[src/rtl/spi_pwm_pkg.sv]
// Shared register map, bit positions and FSM encoding for the SPI-configured PWM timer.
// Latency: n/a (declarations only); backpressure: n/a.
package spi_pwm_pkg;
    localparam int REG_CTRL     = 0;
    localparam int REG_PER_LO   = 1;
    localparam int REG_PER_HI   = 2;
    localparam int REG_DUTY_LO  = 3;
    localparam int REG_DUTY_HI  = 4;
    localparam int REG_PRESCALE = 5;
    localparam int REG_IRQMASK  = 6;
    localparam int REG_RSVD     = 7;

    localparam int CTRL_EN      = 0;
    localparam int CTRL_ONESHOT = 1;
    localparam int CTRL_CLR     = 2;

    localparam int ST_RUNNING   = 0;
    localparam int ST_WRAP      = 1;
    localparam int ST_DONE      = 2;
    localparam int ST_CFG_ERR   = 3;
    localparam int ST_WCNT_LSB  = 4;

    typedef enum logic [1:0] {
        IDLE,
        RUN,
        DONE
    } pwm_state_t;
endpackage

[src/rtl/spi_pwm_timer_if.sv]
// Register-bank side bundle: flat config vector in, status byte / PWM pin / interrupt out.
// Latency: n/a (wires only); backpressure: none, config is a level-sampled vector.
interface spi_pwm_timer_if #(
    parameter int NUM_REGS = 8,
    parameter int WIDTH    = 8
);
    logic [NUM_REGS*WIDTH-1:0] config_regs;
    logic [WIDTH-1:0]          status_regs;
    logic                      pwm_out;
    logic                      irq;

    modport master (
        output config_regs,
        input  status_regs,
        input  pwm_out,
        input  irq
    );

    modport slave (
        input  config_regs,
        output status_regs,
        output pwm_out,
        output irq
    );
endinterface

[src/rtl/pwm_prescaler.sv]
// Clock prescaler: counts 0..prescale while run is high, tick on the terminal count.
// Latency: tick is combinational from the counter; backpressure: none, ena=0 freezes the count.
module pwm_prescaler #(
    parameter int WIDTH = 8
) (
    input  logic             clk,
    input  logic             rst,
    input  logic             ena,
    input  logic             run,
    input  logic [WIDTH-1:0] prescale,
    output logic             tick
);
    logic [WIDTH-1:0] r_presc;

    assign tick = run && (r_presc == prescale);

    // Held at zero outside RUN so every RUN entry starts a fresh prescale interval.
    always_ff @(posedge clk) begin
        if (rst) begin
            r_presc <= '0;
        end else if (ena) begin
            if (!run || tick) begin
                r_presc <= '0;
            end else begin
                r_presc <= r_presc + 1'b1;
            end
        end
    end
endmodule

[src/rtl/spi_pwm_timer.sv]
// Prescaled 16-bit PWM/timer with double-buffered period/duty, sticky status and maskable irq.
// Latency: outputs registered, one clock behind internal state; backpressure: none, ena=0 freezes all state.
module spi_pwm_timer
    import spi_pwm_pkg::*;
#(
    parameter int NUM_REGS = 8,
    parameter int WIDTH    = 8,
    parameter int CNT_W    = 2 * WIDTH
) (
    input  logic           clk,
    input  logic           rst,
    input  logic           ena,
    spi_pwm_timer_if.slave bus
);
    logic [WIDTH-1:0] w_ctrl;
    logic [WIDTH-1:0] w_prescale;
    logic [WIDTH-1:0] w_mask;
    logic [CNT_W-1:0] w_period;
    logic [CNT_W-1:0] w_duty;
    logic [WIDTH-1:0] w_status;
    logic             w_en;
    logic             w_oneshot;
    logic             w_clr_rise;
    logic             w_tick;
    logic             w_cfg_err;
    logic             w_enter;
    logic             w_wrap;
    logic             w_wrap_set;
    logic             w_done_set;
    logic             w_irq_nxt;
    logic             w_unused;
    pwm_state_t       w_state_nxt;

    pwm_state_t       r_state;
    logic [CNT_W-1:0] r_cnt;
    logic [CNT_W-1:0] r_period_sh;
    logic [CNT_W-1:0] r_duty_sh;
    logic [3:0]       r_wrap_cnt;
    logic             r_wrap;
    logic             r_done;
    logic             r_clr_d;
    logic             r_pwm;
    logic             r_irq;
    logic [WIDTH-1:0] r_status;

    assign w_ctrl     = bus.config_regs[REG_CTRL*WIDTH +: WIDTH];
    assign w_period   = {bus.config_regs[REG_PER_HI*WIDTH +: WIDTH], bus.config_regs[REG_PER_LO*WIDTH +: WIDTH]};
    assign w_duty     = {bus.config_regs[REG_DUTY_HI*WIDTH +: WIDTH], bus.config_regs[REG_DUTY_LO*WIDTH +: WIDTH]};
    assign w_prescale = bus.config_regs[REG_PRESCALE*WIDTH +: WIDTH];
    assign w_mask     = bus.config_regs[REG_IRQMASK*WIDTH +: WIDTH];
    assign w_unused   = ^{bus.config_regs[NUM_REGS*WIDTH-1:REG_RSVD*WIDTH], w_ctrl[WIDTH-1:3], w_mask[WIDTH-1:3]};

    assign w_en       = w_ctrl[CTRL_EN];
    assign w_oneshot  = w_ctrl[CTRL_ONESHOT];
    assign w_clr_rise = w_ctrl[CTRL_CLR] & ~r_clr_d;
    assign w_cfg_err  = (r_duty_sh > r_period_sh);

    pwm_prescaler #(
        .WIDTH(WIDTH)
    ) u_prescaler (
        .clk      (clk),
        .rst      (rst),
        .ena      (ena),
        .run      (r_state == RUN),
        .prescale (w_prescale),
        .tick     (w_tick)
    );

    // EN low wins over any counter event in RUN, so a wrap is only seen while staying enabled.
    always_comb begin
        w_state_nxt = r_state;
        w_enter     = 1'b0;
        w_wrap      = 1'b0;
        case (r_state)
            IDLE: begin
                if (w_en) begin
                    w_state_nxt = RUN;
                    w_enter     = 1'b1;
                end
            end
            RUN: begin
                if (!w_en) begin
                    w_state_nxt = IDLE;
                end else if (w_tick && (r_cnt == r_period_sh)) begin
                    w_wrap = 1'b1;
                    if (w_oneshot) begin
                        w_state_nxt = DONE;
                    end
                end
            end
            DONE: begin
                if (!w_en) begin
                    w_state_nxt = IDLE;
                end
            end
            default: w_state_nxt = IDLE;
        endcase
    end

    // The terminal wrap of a one-shot reports DONE instead of WRAP but still counts.
    assign w_done_set = w_wrap & w_oneshot;
    assign w_wrap_set = w_wrap & ~w_oneshot;

    always_ff @(posedge clk) begin
        if (rst) begin
            r_state <= IDLE;
        end else if (ena) begin
            r_state <= w_state_nxt;
        end
    end

    always_ff @(posedge clk) begin
        if (rst) begin
            r_cnt       <= '0;
            r_period_sh <= '0;
            r_duty_sh   <= '0;
        end else if (ena) begin
            if (w_enter || w_wrap) begin
                r_cnt       <= '0;
                r_period_sh <= w_period;
                r_duty_sh   <= w_duty;
            end else if ((r_state == RUN) && w_en && w_tick) begin
                r_cnt <= r_cnt + 1'b1;
            end
        end
    end

    // Set beats clear when both land on the same clock.
    always_ff @(posedge clk) begin
        if (rst) begin
            r_wrap     <= 1'b0;
            r_done     <= 1'b0;
            r_wrap_cnt <= '0;
            r_clr_d    <= 1'b0;
        end else if (ena) begin
            r_clr_d <= w_ctrl[CTRL_CLR];
            if (w_wrap_set) begin
                r_wrap <= 1'b1;
            end else if (w_clr_rise) begin
                r_wrap <= 1'b0;
            end
            if (w_done_set) begin
                r_done <= 1'b1;
            end else if (w_clr_rise) begin
                r_done <= 1'b0;
            end
            if (w_wrap) begin
                r_wrap_cnt <= w_clr_rise ? 4'd1 : r_wrap_cnt + 4'd1;
            end else if (w_clr_rise) begin
                r_wrap_cnt <= '0;
            end
        end
    end

    always_comb begin
        w_status                       = '0;
        w_status[ST_RUNNING]           = (r_state == RUN);
        w_status[ST_WRAP]              = r_wrap;
        w_status[ST_DONE]              = r_done;
        w_status[ST_CFG_ERR]           = w_cfg_err;
        w_status[ST_WCNT_LSB +: 4]     = r_wrap_cnt;
        w_irq_nxt                      = |({w_cfg_err, r_done, r_wrap} & w_mask[2:0]);
    end

    always_ff @(posedge clk) begin
        if (rst) begin
            r_pwm    <= 1'b0;
            r_irq    <= 1'b0;
            r_status <= '0;
        end else if (ena) begin
            r_pwm    <= (r_state == RUN) && (r_cnt < r_duty_sh);
            r_irq    <= w_irq_nxt;
            r_status <= w_status;
        end
    end

    assign bus.status_regs = r_status;
    assign bus.pwm_out     = r_pwm;
    assign bus.irq         = r_irq;
endmodule
[src/flat_wrapper.sv]
// flat-port wrapper written by rule: the top's interface ports become plain ports
module spi_pwm_timer_flat import spi_pwm_pkg::*;
#(
    parameter int NUM_REGS = 8,
    parameter int WIDTH    = 8,
    parameter int CNT_W    = 2 * WIDTH
)
  (clk, rst, ena, bus_config_regs, bus_status_regs, bus_pwm_out, bus_irq);
  spi_pwm_timer_if #(.NUM_REGS(NUM_REGS), .WIDTH(WIDTH)) bus_i ();
  input  logic clk;
  input  logic rst;
  input  logic ena;
  input wire logic [$bits(bus_i.config_regs)-1:0] bus_config_regs;
  output wire logic [$bits(bus_i.status_regs)-1:0] bus_status_regs;
  output wire logic [$bits(bus_i.pwm_out)-1:0] bus_pwm_out;
  output wire logic [$bits(bus_i.irq)-1:0] bus_irq;
  assign bus_i.config_regs = bus_config_regs;
  assign bus_status_regs = bus_i.status_regs;
  assign bus_pwm_out = bus_i.pwm_out;
  assign bus_irq = bus_i.irq;
  spi_pwm_timer #(.NUM_REGS(NUM_REGS), .WIDTH(WIDTH), .CNT_W(CNT_W)) u_core (.clk(clk), .rst(rst), .ena(ena), .bus(bus_i));
endmodule
[config.mk]
export PLATFORM = sky130hd
export DESIGN_NAME = spi_pwm_timer_flat
export DESIGN_NICKNAME = d
export VERILOG_FILES = /design/src/rtl/spi_pwm_pkg.sv /design/src/rtl/spi_pwm_timer_if.sv /design/src/rtl/pwm_prescaler.sv /design/src/rtl/spi_pwm_timer.sv /design/src/flat_wrapper.sv
export SDC_FILE = /design/constraint.sdc
export NUM_CORES = 1
export LEC_CHECK = 0
export BUFFER_PORTS_ARGS = -buffer_cell sky130_fd_sc_hd__buf_2
export CAP_MARGIN = 25
export CORE_MARGIN = 2
export CORE_UTILIZATION = 55
export DETAILED_ROUTE_END_ITERATION = 8
export PLACE_DENSITY = 0.79
export RECOVER_POWER = 100
export SETUP_SLACK_MARGIN = 0.05
export SYNTH_ARGS = -nofsm -noshare
export SYNTH_HDL_FRONTEND = slang
export SYNTH_SLANG_ARGS = --single-unit
export TNS_END_PERCENT = 50
[constraint.sdc]
create_clock -name clk -period 5.33 [get_ports clk]
set_clock_uncertainty 0.1 [all_clocks]
set_input_delay 1.3325 -clock clk [delete_from_list [all_inputs] [get_ports clk]]
set_output_delay 1.3325 -clock clk [all_outputs]
set_load 0.005 [all_outputs]
==> results.md, run 1 <==
* Run status: complete, but fails checks
* Failing checks: capacitance limit, slew limit
* I/O Buffers at 58
* TritonRoute pass-1 iters at 5
* Die Span X at roughly 90 µm
* Ant. Diodes at 0
* Post-CTS Hold Fix Bufs at 0
* Starting DRT DRC Count at approximately 210
* Die Area at between 0.008 and 0.009 mm²
* Tcrit/Tclk final at 73.70%
* Worst setup EP type: register
* Die outline height at roughly 90 µm
* Final Max Tran Viols at 60
* Largest net degree at the start of global routing at slightly below 60
* Initial core utilization at a little under three fifths
* Fill cell count at approximately 670
* Total negative slack at 0 ps
* DP Area at around 0.0044 mm²
* CTS Sinks at between 70 and 80
* Crit path DAT at about 4000 ps
* Final Wtd Congestion at between 0.8 and 0.9
* Number of synthesized flops with an enable pin at 0
* Post-DRT Antenna Nets at 0
* Maximum vdd drop at between 0.1 and 0.15 mV
* Min Tclk post-route at 3928 ps
* Slew headroom at -4.446%
* Worst path slowest cell: o32ai_1
* Final setup violation count at 0
* Global-route wire length before repair at roughly 15000 µm
* Cell Area, Synth at approximately 0.0041 mm²
* Fmax at between 200 and 300 MHz
* Worst skew pair latency at 350 ps
* Post-CTS sizing at 0
* CTS Buf Count at 9
* Nets at approximately 650
* Area growth from synthesis to layout at 12.05%
* Hold Crit Class: reg2reg
* Core area at about 0.007 mm²
* Area leader, netlist: dfxtp_1
* Vias per inst at about 5.4
* WS Path Type: in2reg
* Actual slew at the worst max-slew pin at 1567 ps
* Worst Path Required at 5470 ps
* Syn Area/Cell at 8.293 µm²
* Crit start category: input port
* Clock buffer depth at 2
* Top_reg_cell synth: dfxtp_1
* Number of global-route vias before repair at ~3500
* Max Cap Viol at 2
* Synth top area share at 36.80%
* FF+latch area at 0.001501 mm²
* Final hold viol count at 0
* Total track usage at a little under a quarter
* H-tree lvl count at 3
* Grt total ovfl at 0
* Flops & latches, synth at between 70 and 80
* Crit path largest cell delay at 1310 ps
* Leakage Power at about 1.8 nW
* RSZ-0062 raised after global routing: no
* Sequential share of the synthesized area at between 30% and 40%
* Initial antenna violation count at 0
* Most frequent cell after synthesis: nand2_1
* Syn_nets at a little under 600
* Area occupied by multi-input gates at 0.002317 mm²
* Row cnt at 31
* Synthesis Warnings at 0
* CP Cell Sequence: buf_2 -> xnor2_1 -> nand4_1 -> o32ai_1 -> nand2_1 -> or3_1 -> a211oi_1
* Post-DP HPWL at roughly 6500 µm
* Synth unique cells at 50
* Drt total wl at approximately 8800 µm
* Post-Syn Instances at about 490
* Root buf cell: clkbuf_8
* CTS tree: done
* Routed WL per cell at between 10 and 15 µm
* # IOs at 77
* DR vias at between 3000 and 4000
* Reg clk slew, reported paths at roughly 80 ps
* Top cells by area, synth: dfxtp_1 37%, ha_1 10%, nand2_1 8.2%, a21oi_1 5.9%, xnor2_1 5.8%
* Power density cells at approximately 260 mW/mm²
* CP max FO at 13
* Leading cell types by count after synthesis: 89 x nand2_1, 75 x dfxtp_1, 48 x a21oi_1
* Post-CTS Setup Inserts at 0
* DRC at 0
* Final design area excluding fillers at between 0.004 and 0.005 mm²
* Async SR Flop Fraction at 0%
* Share of cells above drive strength 1 at 14.39%
==> sequential cells by signal, indices dropped and copies added (netlist names) <==
register / cells
u_core.r_wrap_cnt: 4
u_core.bus.status_regs: 8
u_core.r_done: 1
u_core.r_period_sh: 16
u_core.r_duty_sh: 16
u_core.r_cnt: 16
u_core.r_clr_d: 1
u_core.r_state: 2
u_core.bus.pwm_out: 1
u_core.bus.irq: 1
u_core.r_wrap: 1
u_core.u_prescaler.r_presc: 8
==> critical path, delay by kind of cell <==
family	cells	cell delay (ps)
buf+inv	1	100
xor+xnor	1	130
compound gates	2	1560
simple gates	3	950
==> kinds of logic after synthesis <==
kind of cell               synth area share (%)
and+or+nand+nor                           22.32
AOI/OAI and AO/OA                         13.13
DFF                                       36.80
buffers and inverters                     6.287
xor gates and xnor gates                  8.801
adders and majority gates                 10.43
muxes                                     2.239
==> layer usage <==
layer	global-route usage (%)	vias to the layer above	part of all wire, %
li1	-	1795	-
met5	0	-	0
met1	29.91	1638	47
met2	37.22	74	47
met3	3.101	19	3.3
met4	11.41	0	2.7
==> where the power goes <==
part	switching (mW)	internal, mW	leakage, nW
combinational	0.0845	0.0611	1.08
sequential	0.0136	0.575	0.608
clock	0.206	0.241	0.106
total	0.304	0.877	1.79
==> cell type report <==
class / instances / share of cell area (%)
Clock buffer: 12 / 3.394
Sequential cell: 75 / 32.84
Tap cell: 99 / 2.709
Clock inverter: 4 / 1.067
Timing Repair Buffer: 60 / 6.596
Inverter: 33 / 2.709
Multi-Input combinational cell: 365 / 50.68
==> stage by stage <==
step | std cells | utilization [%] | power, mW | hold slack (ps) | worst slack, ps
floorplan | 492 | - | 0.7044 | 345.2 | 2505
global placement | 632 | 60.77 | 0.7399 | 359.1 | 1689
detailed placement | 632 | 60.77 | 0.7459 | 367.4 | 1621
CTS | 648 | 63.60 | 1.192 | 380.5 | 1994
global route | 648 | 63.37 | 1.240 | 404.8 | 1099
finish | 648 | 63.37 | 1.182 | 380.4 | 1402
==> final timing paths <==
path,cells after the start,end,slack [ps],start
worst max-delay path,7,u_core.r_cnt[3],1400,bus_config_regs[47]
worst min-delay path,2,u_core.r_duty_sh[11],380,u_core.r_duty_sh[11]
worst max register to register,6,u_core.r_duty_sh[14],2050,u_core.r_cnt[1]
worst min register to register,2,u_core.r_duty_sh[11],380,u_core.r_duty_sh[11]
==> placed cells by master (no fill, tap or decap), types with 2 or more instances in the layout <==
master    instances
buf_4             2
xor2_1           14
a211oi_1          5
nor2_1           33
dfxtp_1          75
a21oi_1          49
and2_1            2
a22o_1            3
mux2i_1           8
clkbuf_8         11
ha_1             34
buf_2            55
inv_1            33
nand3_1          15
clkinv_2          2
nand2_1          89
o21ai_0          12
or3_1             5
nor2b_1           5
a21o_1            3
o41a_1            2
nand2b_1          2
nor3_1           13
and3_1            2
clkbuf_1          3
xnor2_1          27
o31a_1            2
nand4_1          21
Note: power is estimated with default switching activity, not from simulation.
==> run 2: changes to the inputs <==
--- a/config.mk
+++ b/config.mk
@@ -8,9 +8,9 @@
 export BUFFER_PORTS_ARGS = -buffer_cell sky130_fd_sc_hd__buf_2
 export CAP_MARGIN = 25
 export CORE_MARGIN = 2
-export CORE_UTILIZATION = 55
+export CORE_UTILIZATION = 50
 export DETAILED_ROUTE_END_ITERATION = 8
-export PLACE_DENSITY = 0.79
+export PLACE_DENSITY = 0.76
 export RECOVER_POWER = 100
 export SETUP_SLACK_MARGIN = 0.05
 export SYNTH_ARGS = -nofsm -noshare
==> constraint.sdc (replaced) <==
create_clock -name clk -period 3.45 [get_ports clk]
set_clock_uncertainty 0.1 [all_clocks]
set_input_delay 0.8625 -clock clk [delete_from_list [all_inputs] [get_ports clk]]
set_output_delay 0.8625 -clock clk [all_outputs]
set_load 0.005 [all_outputs]
==> results.md, run 2 (synthesis results as in run 1) <==
* Run status: finished clean
* Ant. Diodes at 0
* Area growth from synthesis to layout at 12.33%
* Post-CTS Hold Fix Bufs at 0
* Nets at around 650
* Worst setup EP type: register
* RSZ-0062 raised after global routing: no
* H-tree lvl count at 3
* Row cnt at 32
* Hold Crit Class: reg2reg
* TritonRoute pass-1 iters at 4
* Slew headroom at between 30% and 40%
* Leakage Power at between 1.5 and 2 nW
* Crit path largest cell delay at around 860 ps
* Grt total ovfl at 0
* Tcrit/Tclk final at ~82%
* Die Span X at around 94 µm
* Post-DP HPWL at 6612 µm
* Top flop regs: u_core.r_cnt (16), u_core.r_duty_sh (16), u_core.r_period_sh (16)
* CTS Sinks at 75
* Final Max Tran Viols at 0
* Total negative slack at 0 ps
* Final hold viol count at 0
* Die Area at 0.008899 mm²
* Core area at 0.007807 mm²
* Post-CTS sizing at 0
* CP Cell Sequence: buf_2 -> xnor2_1 -> nand4_1 -> o32ai_1 -> nand2_1 -> or3_1 -> a211oi_1
* DRC at 0
* DR vias at 3508
* Reg clk slew, reported paths at 70 ps
* Routed WL per cell at 13.62 µm
* Hold path depth at 2
* CP max FO at 8
* Most frequent cells in the layout: 89 x nand2_1, 75 x dfxtp_1, 53 x buf_2
* Total track usage at around a fifth
* Power density cells at a little under 400 mW/mm²
* Wl on met1 at 4207 µm
* CTS tree: done
* Worst skew pair latency at approximately 350 ps
* Post-DRT Antenna Nets at 0
* Crit start category: input port
* CTS Buf Count at 9
* Drt total wl at between 8000 and 9000 µm
* Top Metal Used: met4
* Min Tclk post-route at between 2000 and 3000 ps
* Global-route wire length before repair at between 10000 and 15000 µm
* Initial antenna violation count at 0
* Tot Pwr at 1.805 mW
* Clock buffer depth at 2
* Final setup violation count at 0
* Most common cell after layout, fill and taps aside: nand2_1
* Actual slew at the worst max-slew pin at 956.9 ps
* WS Path Type: in2reg
* Post-CTS Setup Inserts at 0
* Worst Path Required at between 3000 and 4000 ps
* Worst path slowest cell: o32ai_1
* Number of global-route vias before repair at 3278
* I/O Buffers at between 50 and 60
* Fmax at approximately 350 MHz
* Max Cap Viol at 0
* Vias per inst at roughly 5.4
* Final instance count without filler cells at 654
* DR WL met3 at between 300 and 400 µm
* Share of cells above drive strength 1 at between 10% and 20%
* Hold slack final at roughly 380 ps
* Cells after DPL at 638
* # IOs at 77
* Crit path DAT at 3010 ps
* Die outline height at roughly 94 µm
* R2R depth at 6
* Initial core utilization at 52.26%
* Largest net degree at the start of global routing at 59
* Starting DRT DRC Count at 183
* Routed wl met2 at approximately 4100 µm
* Maximum vdd drop at 0.2516 mV
* Root buf cell: clkbuf_8
* Final core utilization at between 50% and 60%
* Final Wtd Congestion at 0.8329
==> run 2: cell count changes in the layout (fill, tap and decap cells not counted), sizes merged <==
cell / before / now
buf: 58 / 56
clkbuf: 14 / 18
clkinvlp: 0 / 1
==> run 2: metrics by stage <==
| stage | instance area, µm² | setup slack (ps) |
|---|---|---|
| after floorplan | 4080 | 1095 |
| after global routing | 4583 | 469.5 |
| after detailed placement | 4410 | 544.6 |
| after CTS | 4604 | 923.1 |
| after global placement | 4410 | 601.1 |
| final | 4583 | 608.5 |
==> run 2: final cells by class <==
cell class                      instances  area, µm²
Multi-Input combinational cell        365       2322
Fill cell                             740       3224
Sequential cell                        75       1501
Inverter                               33      123.9
Clock buffer                           11      141.4
Clock inverter                          5      52.55
Tap cell                              102      127.6
Timing Repair Buffer                   63      314.1
==> run 2: layer usage <==
| layer | track usage [%] | vias to the layer above |
|---|---|---|
| li1 | - | 1796 |
| met1 | 26.58 | 1613 |
| met2 | 35.12 | 86 |
| met3 | 3.512 | 13 |
| met4 | 10.14 | 0 |
| met5 | 0 | - |
==> run 2: worst paths after layout <==
path / from / to / slack [ps]
worst max-delay path: bus_config_regs[45] / u_core.r_cnt[3] / 610
worst min-delay path: u_core.r_duty_sh[5] / u_core.r_duty_sh[5] / 380
worst max register to register: u_core.u_prescaler.r_presc[2] / u_core.r_cnt[3] / 800
worst min register to register: u_core.r_duty_sh[5] / u_core.r_duty_sh[5] / 380
==> run 2: critical path: cells and delay by family <==
family | cells | cell delay, ps
buffers and inverters | 1 | 100
XOR/XNOR | 1 | 130
AND/OR/NAND/NOR | 3 | 830
AO/OA/AOI/OAI | 2 | 1080
==> run 2: report_power, final <==
part | leakage, nW | switching (mW) | total (mW) | internal, mW
sequential | 0.608 | 0.0217 | 0.910 | 0.889
clock | 0.0991 | 0.320 | 0.670 | 0.350
combinational | 1.08 | 0.130 | 0.225 | 0.0951
total | 1.79 | 0.471 | 1.80 | 1.33
==> run 3: changes to the inputs <==
--- a/config.mk
+++ b/config.mk
@@ -5,12 +5,13 @@
 export SDC_FILE = /design/constraint.sdc
 export NUM_CORES = 1
 export LEC_CHECK = 0
+export ABC_AREA = 1
 export BUFFER_PORTS_ARGS = -buffer_cell sky130_fd_sc_hd__buf_2
 export CAP_MARGIN = 25
 export CORE_MARGIN = 2
-export CORE_UTILIZATION = 50
+export CORE_UTILIZATION = 51
 export DETAILED_ROUTE_END_ITERATION = 8
-export PLACE_DENSITY = 0.76
+export PLACE_DENSITY = 0.77
 export RECOVER_POWER = 100
 export SETUP_SLACK_MARGIN = 0.05
 export SYNTH_ARGS = -nofsm -noshare
==> constraint.sdc (replaced) <==
create_clock -name clk -period 2.4 [get_ports clk]
set_clock_uncertainty 0.1 [all_clocks]
set_input_delay 0.6 -clock clk [delete_from_list [all_inputs] [get_ports clk]]
set_output_delay 0.6 -clock clk [all_outputs]
set_load 0.005 [all_outputs]
==> results.md, run 3 <==
* Min Tclk post-route at 2128 ps
* Crit path largest cell delay at 370 ps
* Cell Area, Synth at approximately 0.0043 mm²
* Async SR Flop Fraction at 0%
* Grt total ovfl at 0
* Worst Path Required at 2520 ps
* CP Cell Sequence: inv_1 -> nand2_1 -> nand2_1 -> nand2_1 -> nor2_1 -> nand2_1 -> nor2_1 -> nand2_2 -> nand2_4 -> nand2_4 -> nand2_1 -> nor2_1
* DR vias at between 3000 and 4000
* Power density cells at ~570 mW/mm²
* Tcrit/Tclk final at 88.67%
* Global-route wire length before repair at 16420 µm
* Post-CTS Setup Inserts at 0
* Post-DRT Antenna Nets at 0
* Worst setup EP type: register
* DRC at 0
* Routed WL per cell at approximately 12 µm
* Share of cells above drive strength 1 at a little over an eighth
* Top_reg_cell synth: dfxtp_1
* Clock buffer depth at 2
* Initial core utilization at 52.58%
* Buffers & Inverters on Critical Path at 1
* Worst path slowest cell: nand2_1
* Initial antenna violation count at 0
* Total negative slack at 0 ps
* Core area at 0.008217 mm²
* Hold Crit Class: reg2reg
* Max Cap Viol at 0
* Nets at 770
* Crit path DAT at between 2000 and 2500 ps
* Die Area at between 0.009 and 0.01 mm²
* DP Area at 0.004669 mm²
* Leading cell types by count after synthesis: 112 x nand2_1, 99 x nor2_1, 75 x dfxtp_1
* Largest net degree at the start of global routing at 33
* RSZ-0062 raised after global routing: no
* Final setup violation count at 0
* Drt total wl at ~9500 µm
* Worst skew pair latency at roughly 350 ps
* Sequential share of the synthesized area at approximately a third
* Most Frequent Cell on Critical Path: nand2_1
* Die outline height at 96.04 µm
* Final Max Tran Viols at 0
* # IOs at 77
* Ant. Diodes at 0
* Most frequent cells in the layout: 113 x nand2_1, 113 x nor2_1, 75 x dfxtp_1
* Synth unique cells at 34
* Row cnt at 33
* H-tree lvl count at 3
* Syn Area/Cell at roughly 7.1 µm²
* Starting DRT DRC Count at ~180
* Top cells by area, synth: dfxtp_1 35%, ha_1 9.8%, nand2_1 9.7%, nor2_1 8.6%, inv_1 6.3%
* I/O Buffers at just under 60
* Top delay family on crit path: simple AND/OR/NAND/NOR gates
* Synth top area share at between 30% and 40%
* Flops & latches, synth at 75
* Number of global-route vias before repair at roughly 3700
* Maximum vdd drop at between 0.2 and 0.3 mV
* CTS Buf Count at 9
* Leakage Power at roughly 2.1 nW
* CTS tree: done
* Vias per inst at 5.059
* Area leader, netlist: dfxtp_1
* Crit start category: register
* Run status: finished clean
* Reg clk slew, reported paths at ~80 ps
* Post-CTS sizing at 0
* Area growth from synthesis to layout at 11.21%
* CTS Sinks at between 70 and 80
* Root buf cell: clkbuf_8
* Number of synthesized flops with an enable pin at 0
* CP max FO at 21
* TritonRoute pass-1 iters at 5
* Actual slew at the worst max-slew pin at 584.7 ps
* Final design area excluding fillers at between 0.004 and 0.005 mm²
* WS Path Type: reg2reg
* Post-CTS Hold Fix Bufs at 0
* Post-Syn Instances at around 610
* Synthesis Warnings at 0
* Most frequent cell after synthesis: nand2_1
* Top flop regs: u_core.r_cnt (16), u_core.r_duty_sh (16), u_core.r_period_sh (16)
* Final hold viol count at 0
* Die Span X at approximately 96 µm
* Final Wtd Congestion at 0.8744
* Slew headroom at 61.02%
* Post-DP HPWL at about 7300 µm
* Fmax at between 400 and 500 MHz
* Total track usage at around 23%
* Syn_nets at just over 700
==> run 3: cell count changes in the layout (fill, tap and decap cells not counted), moves of 13 or more <==
cell	previous run	this run
nand2_1	89	113
nor2_1	33	113
inv_1	33	72
xnor2_1	27	14
a21oi_1	48	32
nand4_1	21	5
o21ai_0	12	47
==> run 3: path summary, 6_finish.rpt <==
| check | depth (start not counted) | startpoint | end | slack, ps |
|---|---|---|---|---|
| hold reg to reg | 2 | u_core.r_clr_d | u_core.r_clr_d | 370 |
| hold / removal | 2 | u_core.r_clr_d | u_core.r_clr_d | 370 |
| setup reg to reg | 12 | u_core.r_cnt[13] | u_core.r_cnt[12] | 270 |
| setup / recovery | 12 | u_core.r_cnt[13] | u_core.r_cnt[12] | 270 |
==> run 3: per-layer routing <==
layer	GRT usage, %	up-vias	routed length, µm
li1	-	2065	-
met1	27.24	1792	4311
met2	41.20	70	4785
met3	3.837	14	302
met4	7.500	0	140
met5	0	-	0
==> run 3: through the flow <==
stage / setup slack [ps] / power (mW) / cells / hold WS (ps) / utilization, %
5_1_grt: 33.73 / 2.900 / 779 / 389.3 / 58.47
4_1_cts: 346.9 / 2.769 / 779 / 369.5 / 59.17
3_5_place_dp: 92.10 / 1.814 / 763 / 363.0 / 56.83
3_3_place_gp: 134.0 / 1.796 / 763 / 347.8 / 56.83
6_report: 271.9 / 2.731 / 779 / 370.0 / 58.47
2_1_floorplan: 533.9 / 1.686 / 609 / 341.5 / -
==> run 3: final cells by class <==
type                            instances  area (µm²)
Fill cell                             774        3412
Tap cell                              105       131.4
Multi-Input combinational cell        442        2362
Clock buffer                            9       123.9
Inverter                               75       286.5
Sequential cell                        75        1501
Timing Repair Buffer                   66       330.3
Clock inverter                          7       68.82
==> run 3: worst register-to-register path, stage by stage, from the launching register on <==
cell and delay (ps):
dfxtp_1 350, inv_1 150, nand2_1 80, nand2_1 50, nand2_1 70, nor2_1 120
nand2_1 60, nor2_1 240, nand2_2 100, nand2_4 80, nand2_4 140, nand2_1 370
nor2_1 100
==> run 3: kinds of logic (layout without fill, tap and decap cells) <==
group | count (synthesis) | count (layout) | synth area share (%)
XOR/XNOR | 24 | 24 | 4.865
AND/OR/NAND/NOR | 289 | 289 | 29.34
flip-flops | 75 | 75 | 34.75
buffers and inverters | 92 | 157 | 9.702
adder cells (fa/ha/maj) | 34 | 34 | 9.847
AO/OA/AOI/OAI | 95 | 95 | 11.50
==> run 3: power by group <==
group          leakage, nW  switching, mW  internal [mW]  total [mW]
logic                 1.39          0.253          0.174       0.427
clock network       0.0950          0.481          0.476       0.957
registers            0.612         0.0491           1.30        1.35
